## src/rtl/adder_pkg.sv

```systemverilog
// Shared sizing helpers and defaults for the pipelined adder family.
package adder_pkg;

  localparam int ADD_WIDTH_DEF  = 32;
  localparam int ADD_STAGES_DEF = 4;

  function automatic int slice_w(input int width, input int stages);
    return width / stages;
  endfunction

  function automatic bit split_ok(input int width, input int stages);
    return (stages >= 1) && (stages <= width) && ((width % stages) == 0);
  endfunction

endpackage

```

## src/rtl/adder_slice.sv

```systemverilog
// SW-bit combinational ripple-carry slice: {c_o, sum_o} = a_i + b_i + c_i.
module adder_slice #(
  parameter int SW = 8
) (
  input  logic [SW-1:0] a_i,
  input  logic [SW-1:0] b_i,
  input  logic          c_i,
  output logic [SW-1:0] sum_o,
  output logic          c_o
);

  logic [SW:0] c;

  always_comb begin
    c    = '0;
    c[0] = c_i;
    for (int i = 0; i < SW; i++) begin
      sum_o[i] = a_i[i] ^ b_i[i] ^ c[i];
      c[i+1]   = (a_i[i] & b_i[i]) | (c[i] & (a_i[i] ^ b_i[i]));
    end
    c_o = c[SW];
  end

endmodule

```

## src/rtl/pipelined_adder.sv

```systemverilog
// Pipelined ripple-carry adder/subtractor, one SW-bit slice per stage, valid/ready both sides.
// Optional signed-overflow output enabled by defining PIPELINED_ADDER_OVF_EN.
module pipelined_adder
  import adder_pkg::*;
#(
  parameter int WIDTH  = ADD_WIDTH_DEF,
  parameter int STAGES = ADD_STAGES_DEF
) (
  input  logic             clk,
  input  logic             rst,
  input  logic             in_valid,
  output logic             in_ready,
  input  logic [WIDTH-1:0] in_a,
  input  logic [WIDTH-1:0] in_b,
  input  logic             in_cin,
  input  logic             in_sub,
  output logic             out_valid,
  input  logic             out_ready,
  output logic [WIDTH-1:0] out_sum,
  output logic             out_carry
`ifdef PIPELINED_ADDER_OVF_EN
  ,
  output logic             out_ovf
`endif
);

  localparam int SW = slice_w(WIDTH, STAGES);

  if (!split_ok(WIDTH, STAGES)) begin : g_bad_cfg
    $error("pipelined_adder: WIDTH must be a multiple of STAGES and STAGES in 1..WIDTH");
  end

  logic [STAGES-1:0] vld_pipe_q;
  logic [STAGES:0]   vld_cat;
  logic [STAGES:0]   load;

  assign vld_cat = {vld_pipe_q, in_valid};

  // Ready ripples back from the sink; an empty stage always accepts, collapsing bubbles.
  always_comb begin
    load         = '0;
    load[STAGES] = out_ready;
    for (int k = STAGES - 1; k >= 0; k--) load[k] = !vld_pipe_q[k] || load[k+1];
  end

  assign in_ready = load[0];

  always_ff @(posedge clk or posedge rst) begin
    if (rst) vld_pipe_q <= '0;
    else begin
      for (int k = 0; k < STAGES; k++)
        if (load[k]) vld_pipe_q[k] <= vld_cat[k];
    end
  end

  for (genvar k = 0; k < STAGES; k++) begin : g_stg
    // Operands shrink by one slice per stage; finished sum bits grow by one slice.
    localparam int RW = WIDTH - k * SW;

    logic [RW-1:0]       a_in, b_in;
    logic                c_in;
    logic [SW-1:0]       s;
    logic                c_out;
    logic [(k+1)*SW-1:0] sum_d, sum_q;
    logic                c_q;

    if (k == 0) begin : g_src
      assign a_in  = in_a;
      assign b_in  = in_b ^ {WIDTH{in_sub}};
      assign c_in  = in_sub | in_cin;
      assign sum_d = s;
    end else begin : g_src
      assign a_in  = g_stg[k-1].g_fwd.a_q;
      assign b_in  = g_stg[k-1].g_fwd.b_q;
      assign c_in  = g_stg[k-1].c_q;
      assign sum_d = {s, g_stg[k-1].sum_q};
    end

    adder_slice #(.SW(SW)) u_slice (
      .a_i   (a_in[SW-1:0]),
      .b_i   (b_in[SW-1:0]),
      .c_i   (c_in),
      .sum_o (s),
      .c_o   (c_out)
    );

    always_ff @(posedge clk or posedge rst) begin
      if (rst) begin
        sum_q <= '0;
        c_q   <= 1'b0;
      end else if (load[k]) begin
        sum_q <= sum_d;
        c_q   <= c_out;
      end
    end

    if (k < STAGES - 1) begin : g_fwd
      logic [RW-SW-1:0] a_q, b_q;
      always_ff @(posedge clk or posedge rst) begin
        if (rst) begin
          a_q <= '0;
          b_q <= '0;
        end else if (load[k]) begin
          a_q <= a_in[RW-1:SW];
          b_q <= b_in[RW-1:SW];
        end
      end
    end

`ifdef PIPELINED_ADDER_OVF_EN
    // Operand MSBs reach the last stage with the op, so overflow aligns with the sum.
    if (k == STAGES - 1) begin : g_ovf
      logic ovf_q;
      always_ff @(posedge clk or posedge rst) begin
        if (rst) ovf_q <= 1'b0;
        else if (load[k])
          ovf_q <= (a_in[SW-1] == b_in[SW-1]) && (s[SW-1] != a_in[SW-1]);
      end
    end
`endif
  end

  assign out_valid = vld_cat[STAGES];
  assign out_sum   = g_stg[STAGES-1].sum_q;
  assign out_carry = g_stg[STAGES-1].c_q;
`ifdef PIPELINED_ADDER_OVF_EN
  assign out_ovf   = g_stg[STAGES-1].g_ovf.ovf_q;
`endif

endmodule
```

## config.mk

```make
export PLATFORM = sky130hd
export DESIGN_NAME = pipelined_adder
export DESIGN_NICKNAME = d
export VERILOG_FILES = /design/src/rtl/adder_pkg.sv /design/src/rtl/adder_slice.sv /design/src/rtl/pipelined_adder.sv
export SDC_FILE = /design/constraint.sdc
export NUM_CORES = 1
export LEC_CHECK = 0
export CORE_ASPECT_RATIO = 0.9
export CORE_MARGIN = 4
export CORE_UTILIZATION = 26
export CTS_CLUSTER_SIZE = 40
export DETAILED_ROUTE_END_ITERATION = 7
export PLACE_DENSITY_LB_ADDON = 0.12
export SETUP_SLACK_MARGIN = 0.4
export SYNTH_ARGS = -nofsm -noshare
export SYNTH_HDL_FRONTEND = slang
export SYNTH_SLANG_ARGS = --single-unit
```

## constraint.sdc

```tcl
create_clock -name clk -period 7.8 [get_ports clk]
set_clock_uncertainty 0.2 [all_clocks]
set_input_delay 1.17 -clock clk [delete_from_list [all_inputs] [get_ports clk]]
set_output_delay 1.17 -clock clk [all_outputs]
set_load 0.01 [all_outputs]
```

==> impl_metrics.yaml <==
floorplanning:
  dieArea_sq_um: 33400
  start_util: 0.265
  core_sq_um: 30000
  die_w_um: 192
  dieHeight_um: 174
  io_pins: 105
  fp-row-count: 60
global_routing:
  track_usage: 0.112
  grt_pass1_wl_mm: 29.2
  gr-total-overflow: 0
  antenna_found_initial: 0
  grt_max_degree: 125
  grt_pass1_vias: 5305
critical_path:
  worst-r2r-cell-count: 12
  max_stage_delay_ps: 810
  crit_buf_inv: 4
  crit_arrival_ps: 4460
  crit_slowest_cell: "and2_1"
  critPathMaxFanout: 67
  start_kind: "input pin"
  worstSetupEndpointType: "primary output"
  r2r-start: "g_stg[1].c_q"
  cpLargestDelayFamily: "buffers and inverters"
  r2r_end: "g_stg[2].sum_q[23]"
  criticalPathCategory: "in -> out"
  cp_data_required_time_ps: 6430
  r2r_setup_slack_ps: 3790
  cpMostUsedCell: "clkdlybuf4s50_1"
  crit_chain: "clkdlybuf4s50_1, and4b_2, buf_4, and2_1, inv_4, clkdlybuf4s50_1"
clock_tree:
  hold_buffers: 0
  cts_tree: "yes"
  clock-root-buffer: "clkbuf_16"
  clk_latency_ps: 430
  clk_path_buf_depth: 2
  post_cts_resized: 0
  cts_setup_buffers: 0
  cts_max_level: 4
  numCtsBuffers: 17
  cts.clk_slew.worst_paths_ps: 70
  cts.sinks: 184
cells_and_area:
  fin_util: 0.332
  n_antenna_cell: 0
  finalNetCount: 832
  layout.cells.non_filler: 1146
  drive_gt1_frac: 0.180
  fin_area_sq_um: 9960
  areaGrowthSynthToFinish_pct: 25.6
detailed_routing:
  post_drt_wl_per_cell_um: 15.6
  routed_wl_mm: 17.9
  drc_errors: 0
  ant_nets: 0
  vias: 4712
  drt_iter0_markers: 189
  via_per_inst: 4.11
  first_pass_iters: 4
outcome:
  status: "finished clean"
synthesis:
  synth_common_cells: "dfrtp_1 (184), nand2_1 (134), mux2_2 (69), fa_1 (32), o21ai_0 (32)"
  ys_seq_area_frac: 0.581
  synth_nets: 738
  synth_area_leader_cell: "dfrtp_1"
  yosys_warnings: 0
  synth_cells: 636
  synth_top_area_frac: 0.581
  ys_async_sr_fraction: 1.00
  ys_ff_latch: 184
  postSynthAreaPerCell_sq_um: 12.5
  synthTopCellsByArea: "dfrtp_1 (58%), mux2_2 (9.8%), fa_1 (8.1%), nand2_1 (6.3%), mux2_4 (4.2%)"
  synthFlopType: "dfrtp_1"
  yosysMostFrequentCell: "dfrtp_1"
  yosysUniqueCellTypes: 24
  syn-cell-area_sq_um: 7930
  synth_edf_count: 0
pwr:
  p_int_w: 0.00217
  vdd_ir_drop_max_uv: 132
  p_leak_nw: 4.37
  p_clk_frac: 0.287
  p_sw_w: 0.000919
  p_per_area_nw_per_um2: 310
  power_w: 0.00309
  combPwrFrac: 0.259
  seqPwrFrac: 0.454
  swShare: 0.297
place:
  post-dp-hpwl_mm: 11.6
  gp_congestion: 0.698
  place_area_sq_um: 9360
  placed_cells: 1114
  portBuffers: 104
hold_path:
  hp-start: "g_stg[1].sum_q[5]"
  hp-class: "reg -> reg"
  holdPathStages: 2
  whs_endpoint: "g_stg[1].sum_q[5]"
sta:
  tightest_slew_ps: 1090
  min_period_ps: 5830
  rsz0062_at_grt: "no"
  hold_viol: 0
  finalSetupViolCount: 0
  slew_viol_final: 0
  relSlewSlack: 0.271
  finalCritPeriodShare: 0.748
  finalSetupTns_ps: 0
  max_freq_ghz: 0.171
run:
  cap_violations: 0
## worst min-delay path: cells and delay by family, from the launching register on
kind | cells | cell delay, ps
flip-flops | 1 | 340
AND/OR/NAND/NOR | 2 | 100
## registers in the layout (all words and copies together) (netlist names)
name             count
vld_pipe_q           4
g_stg.sum_q         48
out_carry            1
g_stg.g_fwd.a_q     48
out_sum             32
g_stg.c_q            3
g_stg.g_fwd.b_q     48
## through the flow
step | hold slack [ps] | setup slack (ps)
CTS | 268 | 1920
detailed placement | 252 | 1940
finish | 264 | 1970
global placement | 248 | 1990
floorplan | 233 | 1430
global route | 286 | 1670
## layer usage
metal  up-vias  routed length (um)  track usage
met5         -                   0            0
met4         0                 224       0.0300
met3        14                 495       0.0248
met2        66                8290        0.176
met1      2384                8890        0.156
li1       2248                   -            -
## placed cells by master, fill, tap and decap left out, types with 2 or more instances in the layout
| cell | netlist | layout |
|---|---|---|
| nand2b_1 | 5 | 4 |
| dfrtp_1 | 184 | 184 |
| nor2_1 | 10 | 10 |
| mux2_2 | 69 | 69 |
| inv_8 | 0 | 5 |
| buf_4 | 1 | 6 |
| inv_1 | 31 | 30 |
| inv_6 | 0 | 5 |
| nand3_1 | 24 | 24 |
| nor3b_1 | 6 | 6 |
| nand2_1 | 134 | 134 |
| clkbuf_16 | 0 | 17 |
| clkbuf_8 | 0 | 2 |
| o21ai_0 | 32 | 32 |
| xnor2_1 | 30 | 30 |
| mux2_4 | 22 | 22 |
| a21oi_1 | 15 | 15 |
| fa_1 | 32 | 32 |
| clkdlybuf4s50_1 | 0 | 103 |
| xor2_1 | 2 | 2 |
## cell families (layout without fill, tap and decap cells)
group,count (synthesis),after routing,share of synthesized area
adder cells (fa/ha/maj),32,32,0.0808
XOR/XNOR,32,32,0.0353
buffers and inverters,67,174,0.0368
multiplexers,91,91,0.140
flip-flops,184,184,0.581
AND/OR/NAND/NOR,183,183,0.0971
AO/OA/AOI/OAI,47,47,0.0297
## cell type report
class	count	area, sq um
inverter	32	130
fill	2996	20000
multi-input combinational	385	3040
tap	403	504
sequential	184	4600
timing repair buffer	110	1080
clock buffer	19	453
clock inverter	13	149
## power by group through the flow
| stage | logic (W) | registers, W | clock network, W |
|---|---|---|---|
| after global placement | 0.000808 | 0.00142 | 0 |
| after global routing | 0.000902 | 0.00145 | 0.000952 |
| after detailed placement | 0.000819 | 0.00143 | 0 |
| after floorplan | 0.000436 | 0.00142 | 0 |
| after CTS | 0.000825 | 0.00141 | 0.000926 |
| final | 0.000801 | 0.00140 | 0.000887 |
## worst max path at each step
stage	startpoint	endpoint	slack (ps)	depth (start not counted)
CTS	out_ready	in_ready	1920	6
global route	out_ready	in_ready	1670	6
global placement	out_ready	in_ready	1990	6
detailed placement	out_ready	in_ready	1940	6
floorplan	rst	g_stg[0].c_q	1430	1
finish	out_ready	in_ready	1970	6
No activity file was read; power rests on OpenSTA's default activity.
